**src/rtl/ysyx_22041412_icache_ctrl.sv**
```systemverilog
// Direct-mapped instruction-cache controller.
// Keeps tag/valid state in flops and drives both ports of an external 64-bit
// line SRAM. Misses fetch one 8-byte line over a request/response memory bus;
// the requested word is bypassed to the fetch unit in the fill cycle.
// Optional feature macro: YSYX_22041412_ICACHE_PERF_EN adds hit/miss counters.
module ysyx_22041412_icache_ctrl #(
    parameter int INDEX_W = 6,
    parameter int ADDR_W  = 32
) (
    input  logic               clk,
    input  logic               rst_n,
    input  logic               cpu_req_valid,
    output logic               cpu_req_ready,
    input  logic [ADDR_W-1:0]  cpu_addr,
    output logic               cpu_resp_valid,
    output logic [31:0]        cpu_resp_data,
    input  logic               flush,
    output logic               mem_req_valid,
    input  logic               mem_req_ready,
    output logic [ADDR_W-1:0]  mem_req_addr,
    input  logic               mem_resp_valid,
    input  logic [63:0]        mem_resp_data,
    output logic [INDEX_W-1:0] sram_addr_r,
    output logic               sram_read_en,
    input  logic [63:0]        sram_data_r,
    output logic [INDEX_W-1:0] sram_addr_w,
    output logic               sram_wead_en,
    output logic [63:0]        sram_data_w
`ifdef YSYX_22041412_ICACHE_PERF_EN
    ,
    output logic [31:0]        perf_hit_cnt,
    output logic [31:0]        perf_miss_cnt
`endif
);

    localparam int TAG_W = ADDR_W - INDEX_W - 3;
    localparam int LINES = 2 ** INDEX_W;

    typedef enum logic [1:0] {
        IDLE      = 2'd0,
        LOOKUP    = 2'd1,
        MISS_REQ  = 2'd2,
        MISS_WAIT = 2'd3
    } state_t;

    state_t             state_r;
    logic [ADDR_W-1:2]  addr_r;
    logic [LINES-1:0]   valid_r;
    logic [TAG_W-1:0]   tag_arr_r [LINES];
    logic               flush_pending_r;
    logic               resp_valid_r;
    logic [31:0]        resp_data_r;

    logic [INDEX_W-1:0] req_idx_s;
    logic [INDEX_W-1:0] cur_idx_s;
    logic [TAG_W-1:0]   cur_tag_s;
    logic               accept_s;
    logic               line_match_s;
    logic               refill_s;
    logic               flush_clear_s;
    logic               unused_addr_bits_s;

    // Pick the 32-bit instruction out of a 64-bit line using address bit 2.
    function automatic logic [31:0] sel_word(input logic [63:0] line, input logic hi);
        logic [31:0] w;
        if (hi) begin
            w = line[63:32];
        end else begin
            w = line[31:0];
        end
        return w;
    endfunction

    assign req_idx_s          = cpu_addr[INDEX_W+2:3];
    assign cur_idx_s          = addr_r[INDEX_W+2:3];
    assign cur_tag_s          = addr_r[ADDR_W-1:INDEX_W+3];
    assign unused_addr_bits_s = ^cpu_addr[1:0];

    // Decode the per-cycle events that steer both the FSM and the SRAM ports.
    always_comb begin
        accept_s      = 1'b0;
        line_match_s  = 1'b0;
        refill_s      = 1'b0;
        flush_clear_s = 1'b0;
        if (state_r == IDLE) begin
            flush_clear_s = flush || flush_pending_r;
            accept_s      = cpu_req_valid && !flush && !flush_pending_r;
        end else begin
            flush_clear_s = 1'b0;
            accept_s      = 1'b0;
        end
        if (valid_r[cur_idx_s] && (tag_arr_r[cur_idx_s] == cur_tag_s)) begin
            line_match_s = 1'b1;
        end else begin
            line_match_s = 1'b0;
        end
        if ((state_r == MISS_WAIT) && mem_resp_valid) begin
            refill_s = 1'b1;
        end else begin
            refill_s = 1'b0;
        end
    end

    // Drive the CPU, memory and SRAM ports; enables are single-cycle pulses.
    always_comb begin
        cpu_req_ready  = (state_r == IDLE) && !flush && !flush_pending_r;
        mem_req_valid  = (state_r == MISS_REQ);
        mem_req_addr   = {addr_r[ADDR_W-1:3], 3'b000};
        sram_read_en   = accept_s;
        sram_wead_en   = refill_s;
        cpu_resp_valid = resp_valid_r || refill_s;
        if (accept_s) begin
            sram_addr_r = req_idx_s;
        end else begin
            sram_addr_r = {INDEX_W{1'b0}};
        end
        if (refill_s) begin
            sram_addr_w   = cur_idx_s;
            sram_data_w   = mem_resp_data;
            cpu_resp_data = sel_word(mem_resp_data, addr_r[2]);
        end else begin
            sram_addr_w   = {INDEX_W{1'b0}};
            sram_data_w   = 64'h0;
            cpu_resp_data = resp_data_r;
        end
    end

    // Main controller FSM: lookup, line-fill handshake, tag/valid update, flush.
    always_ff @(posedge clk or negedge rst_n) begin
        if (!rst_n) begin
            state_r         <= IDLE;
            addr_r          <= '0;
            valid_r         <= '0;
            flush_pending_r <= 1'b0;
            resp_valid_r    <= 1'b0;
            resp_data_r     <= 32'h0;
            for (int i = 0; i < LINES; i++) begin
                tag_arr_r[i] <= '0;
            end
        end else begin
            resp_valid_r <= 1'b0;
            case (state_r)
                IDLE: begin
                    if (flush_clear_s) begin
                        valid_r         <= '0;
                        flush_pending_r <= 1'b0;
                    end else if (accept_s) begin
                        addr_r  <= cpu_addr[ADDR_W-1:2];
                        state_r <= LOOKUP;
                    end else begin
                        state_r <= IDLE;
                    end
                end
                LOOKUP: begin
                    if (line_match_s) begin
                        resp_valid_r <= 1'b1;
                        resp_data_r  <= sel_word(sram_data_r, addr_r[2]);
                        state_r      <= IDLE;
                    end else begin
                        state_r <= MISS_REQ;
                    end
                end
                MISS_REQ: begin
                    if (mem_req_ready) begin
                        state_r <= MISS_WAIT;
                    end else begin
                        state_r <= MISS_REQ;
                    end
                end
                MISS_WAIT: begin
                    if (mem_resp_valid) begin
                        valid_r[cur_idx_s]   <= 1'b1;
                        tag_arr_r[cur_idx_s] <= cur_tag_s;
                        resp_data_r          <= sel_word(mem_resp_data, addr_r[2]);
                        state_r              <= IDLE;
                    end else begin
                        state_r <= MISS_WAIT;
                    end
                end
                default: begin
                    state_r <= IDLE;
                end
            endcase
            // A flush seen mid-transaction is deferred to the next IDLE cycle.
            if (flush && (state_r != IDLE)) begin
                flush_pending_r <= 1'b1;
            end else begin
                flush_pending_r <= flush_pending_r && !flush_clear_s;
            end
        end
    end

`ifdef YSYX_22041412_ICACHE_PERF_EN
    // Count lookup outcomes; counters wrap naturally at 2^32.
    always_ff @(posedge clk or negedge rst_n) begin
        if (!rst_n) begin
            perf_hit_cnt  <= 32'h0;
            perf_miss_cnt <= 32'h0;
        end else if (state_r == LOOKUP) begin
            if (line_match_s) begin
                perf_hit_cnt <= perf_hit_cnt + 32'd1;
            end else begin
                perf_miss_cnt <= perf_miss_cnt + 32'd1;
            end
        end else begin
            perf_hit_cnt  <= perf_hit_cnt;
            perf_miss_cnt <= perf_miss_cnt;
        end
    end
`endif

endmodule

```
**config.mk**
```make
export PLATFORM = sky130hd
export DESIGN_NAME = ysyx_22041412_icache_ctrl
export DESIGN_NICKNAME = d
export VERILOG_FILES = /design/src/rtl/ysyx_22041412_icache_ctrl.sv
export SDC_FILE = /design/constraint.sdc
export NUM_CORES = 2
export LEC_CHECK = 0
export ABC_AREA = 1
export BUFFER_PORTS_ARGS = -buffer_cell sky130_fd_sc_hd__buf_2
export CORE_MARGIN = 2
export CORE_UTILIZATION = 44
export DETAILED_ROUTE_END_ITERATION = 10
export PLACE_DENSITY_LB_ADDON = 0.12
export SYNTH_ARGS = -nofsm -noshare
export SYNTH_HDL_FRONTEND = slang
export SYNTH_SLANG_ARGS = --single-unit
export TNS_END_PERCENT = 20
```
**constraint.sdc**
```tcl
create_clock -name clk -period 3.1 [get_ports clk]
set_input_delay 0.155 -clock clk [delete_from_list [all_inputs] [get_ports clk]]
set_output_delay 0.155 -clock clk [all_outputs]
set_load 0.02 [all_outputs]
```
==> flow_summary.json <==
{
  "outcome": "finished with violations",
  "violations": "negative setup slack",
  "synth-seq-cells": 1602,
  "viasPerCell": 5.484,
  "syn_to_final_growth_pct": 18.89,
  "syn_area_um2": 75100,
  "synth_top_area_cell": "dfrtp_1",
  "synth.avg_cell_area_um2": 7.690,
  "worst_pin_slew_ns": 1.060,
  "critPathKind": "reg -> reg",
  "grt_pass1_vias": 64768,
  "synth.top_cell.area_share_pct": 53.38,
  "layout_commonest_cell": "nand2_1",
  "yosysWarnings": 0,
  "cts_buffers": 174,
  "io_pins": 311,
  "power_density_nw_per_um2": 964.8,
  "max_freq_mhz": 277.3,
  "rr_worst_depth": 24,
  "initial_core_util_pct": 44.31,
  "hp-start": "cpu_addr[29]",
  "met1_usage_pct": 43.31,
  "synth_top_family_by_area": "simple AND/OR/NAND/NOR gates",
  "p_total_mw": 86.14,
  "use_met2_pct": 49.53,
  "critPathLaunch": "addr_r[3]$_DFFE_PN0P_",
  "hold_ws_ns": 0.05409,
  "coreArea_um2": 169500,
  "syn_inst": 9766,
  "hold_depth": 4,
  "fin_util_pct": 52.69,
  "grt_first_pass_wirelength_mm": 417.3,
  "htreeDepth": 4,
  "clock-root-buffer": "clkbuf_16",
  "period_needed_ns": 3.606,
  "grt_start_max_net_pins": 138,
  "synthTopCellsByArea": "dfrtp_1 (53%), nand2_1 (18%), o21ai_0 (12%), clkbuf_1 (3.1%), nor2_1 (2.9%)",
  "synth_fa_ha_area_share_pct": 0,
  "worstPathMaxFanout": 18,
  "async_reset_ff_share_pct": 100.0,
  "leakage_nw": 43.82,
  "hold_viol_final": 0,
  "clk_pin_slew_worst_paths_ns": 0.06,
  "rows": 151,
  "grt-ovfl-total": 0,
  "ys_seq_area_share_pct": 53.38,
  "finClkSkew_ns": 0.03220,
  "drc_errors": 0,
  "finalSetupViolCount": 34,
  "wl_mm": 277.4,
  "ant_nets": 0,
  "mostFrequentLayoutCells": "nand2_1 (3,501), o21ai_0 (1,808), dfrtp_1 (1,598)",
  "rr_endpoint": "resp_data_r[7]$_DFFE_PN0P_",
  "gp_congestion": 0.9204,
  "grt_antenna_before_repair": 13,
  "synthXorXnorAreaFrac_pct": 0,
  "vias": 68134,
  "peakVddDrop_uv": 727.4,
  "final.setup.tns_ns": -15.93,
  "min_to": "addr_r[29]$_DFFE_PN0P_",
  "synth-compound-area-share_pct": 16.26,
  "place_hpwl_mm": 171.7,
  "drt-initial-drc-count": 8124,
  "timing.rr.start": "addr_r[3]$_DFFE_PN0P_",
  "start_kind": "flop",
  "cts_tree": "done",
  "die_w_um": 417.1,
  "arrival_ns": 4.37,
  "io_buffers": 305,
  "ys.flop_type": "dfrtp_1",
  "rsz0062_at_grt": "true",
  "wire_per_inst_um": 22.33,
  "drive_gt1_share_pct": 13.68,
  "grt_usage_pct": 31.52,
  "yosysUniqueCellTypes": 31,
  "synth_mux_area_share_pct": 0,
  "end_kind": "flop",
  "die_h_um": 417.1,
  "dieArea_um2": 174000,
  "gr-usage-met3_pct": 5.034,
  "hold_class": "in -> reg",
  "cts_sinks": 1602,
  "fin_crit_sh_pct": 116.3,
  "reg2reg_slack_ns": -0.51,
  "synth_edf_count": 0,
  "clock_latency_ns": 0.84,
  "grt_busiest_layer": "met2",
  "maxSlewHeadroom_pct": 29.34,
  "cp.required_ns": 3.86,
  "final_net_count": 10229,
  "synth-simple-area-share_pct": 23.12,
  "maxCapViolations": 0,
  "drv_slew": 0,
  "first_pass_iters": 9,
  "fin_ws_ns": -0.5059,
  "clock_path_buffers": 3
}
[timing repair]
action	4_1_cts	5_1_grt
gates cloned	4	7
pin swaps	9	14
gates resized for setup	74	39
setup buffers	7	1
setup endpoints to repair	34	34
hold endpoints to repair	1184	0
hold buffers	113	0
[kinds of logic (layout without fill, tap and decap cells)]
kind of cell | Yosys count | after routing
buf+inv | 1345 | 1777
simple gates | 4469 | 4469
other cells | 1 | 9
compound gates | 2349 | 2349
flops | 1602 | 1602
[metal layers]
layer  vias up  part of all wire (%)
li1      31721                     -
met1     33187                    43
met2      2715                    46
met3       509                   7.4
met4         2                   4.4
met5         -                0.0047
[worst max-delay path by stage]
stage,end,depth (start not counted)
2_1_floorplan,resp_data_r[15]$_DFFE_PN0P_,19
3_3_place_gp,resp_data_r[8]$_DFFE_PN0P_,21
3_5_place_dp,resp_data_r[8]$_DFFE_PN0P_,21
4_1_cts,resp_data_r[10]$_DFFE_PN0P_,21
5_1_grt,resp_data_r[28]$_DFFE_PN0P_,21
6_report,resp_data_r[7]$_DFFE_PN0P_,24
[critical path, cell delays in order, from the launching register on]
cell       delay [ns]
dfrtp_4          0.49
buf_12           0.15
inv_16           0.10
buf_16           0.20
or2_2            0.29
nand2_2          0.09
nand2_1          0.10
o21ai_4          0.23
nand2_2          0.16
nor2_4           0.22
buf_6            0.14
nand2_1          0.05
nand2_1          0.05
nand2_1          0.05
clkinv_1         0.04
nand2_1          0.05
nor2_1           0.11
nand2_2          0.13
nor2_4           0.15
nand4_4          0.12
buf_12           0.18
nand2_8          0.11
clkbuf_16        0.18
nand2_1          0.06
nand2_1          0.05
[sequential cells by signal, summed over array words and instances (netlist names)]
| signal | flops |
|---|---|
| tag_arr_r | 1472 |
| state_r | 2 |
| resp_data_r | 32 |
| flush_pending_r | 1 |
| resp_valid_r | 1 |
| valid_r | 64 |
| addr_r | 30 |
[power by group]
part	internal [mW]	switching, mW	total, mW	leakage, nW
clock network	12.0	8.88	20.9	2.81
logic	12.3	24.5	36.8	19.1
registers	25.5	2.98	28.5	21.9
[cells in the mapped netlist (10+ instances only)]
library cell / count
nand4_1: 18
inv_2: 11
a31oi_1: 25
dfrtp_1: 1602
buf_2: 160
o21ai_1: 183
o22ai_1: 10
o21ai_0: 1814
buf_1: 36
a21oi_1: 153
buf_4: 37
o211ai_1: 155
inv_1: 469
nand3_1: 187
or2_2: 91
clkbuf_1: 625
nor2_1: 589
nand2_1: 3548
nor3_1: 18
[stage by stage]
| step | setup slack (ns) | cells | cell area, um^2 |
|---|---|---|---|
| finish | -0.5059 | 12424 | 89290 |
| global route | -0.5999 | 12418 | 89270 |
| CTS | -0.4413 | 12410 | 88930 |
| detailed placement | -1.135 | 11973 | 81660 |
| global placement | -1.233 | 11973 | 81660 |
| floorplan | 0.5375 | 9768 | 75110 |
[final cells by class]
class / instances / area [um^2]
Sequential cell: 1602 / 40100
Multi-Input combinational cell: 6821 / 30140
Timing Repair inverter: 1 / 11.26
Clock buffer: 267 / 5189
Fill cell: 16227 / 80180
Tap cell: 2218 / 2775
Timing Repair Buffer: 982 / 8715
Inverter: 481 / 1836
Antenna cell: 6 / 15.01
Clock inverter: 46 / 504.2
No activity file was read; power rests on OpenSTA's default activity.
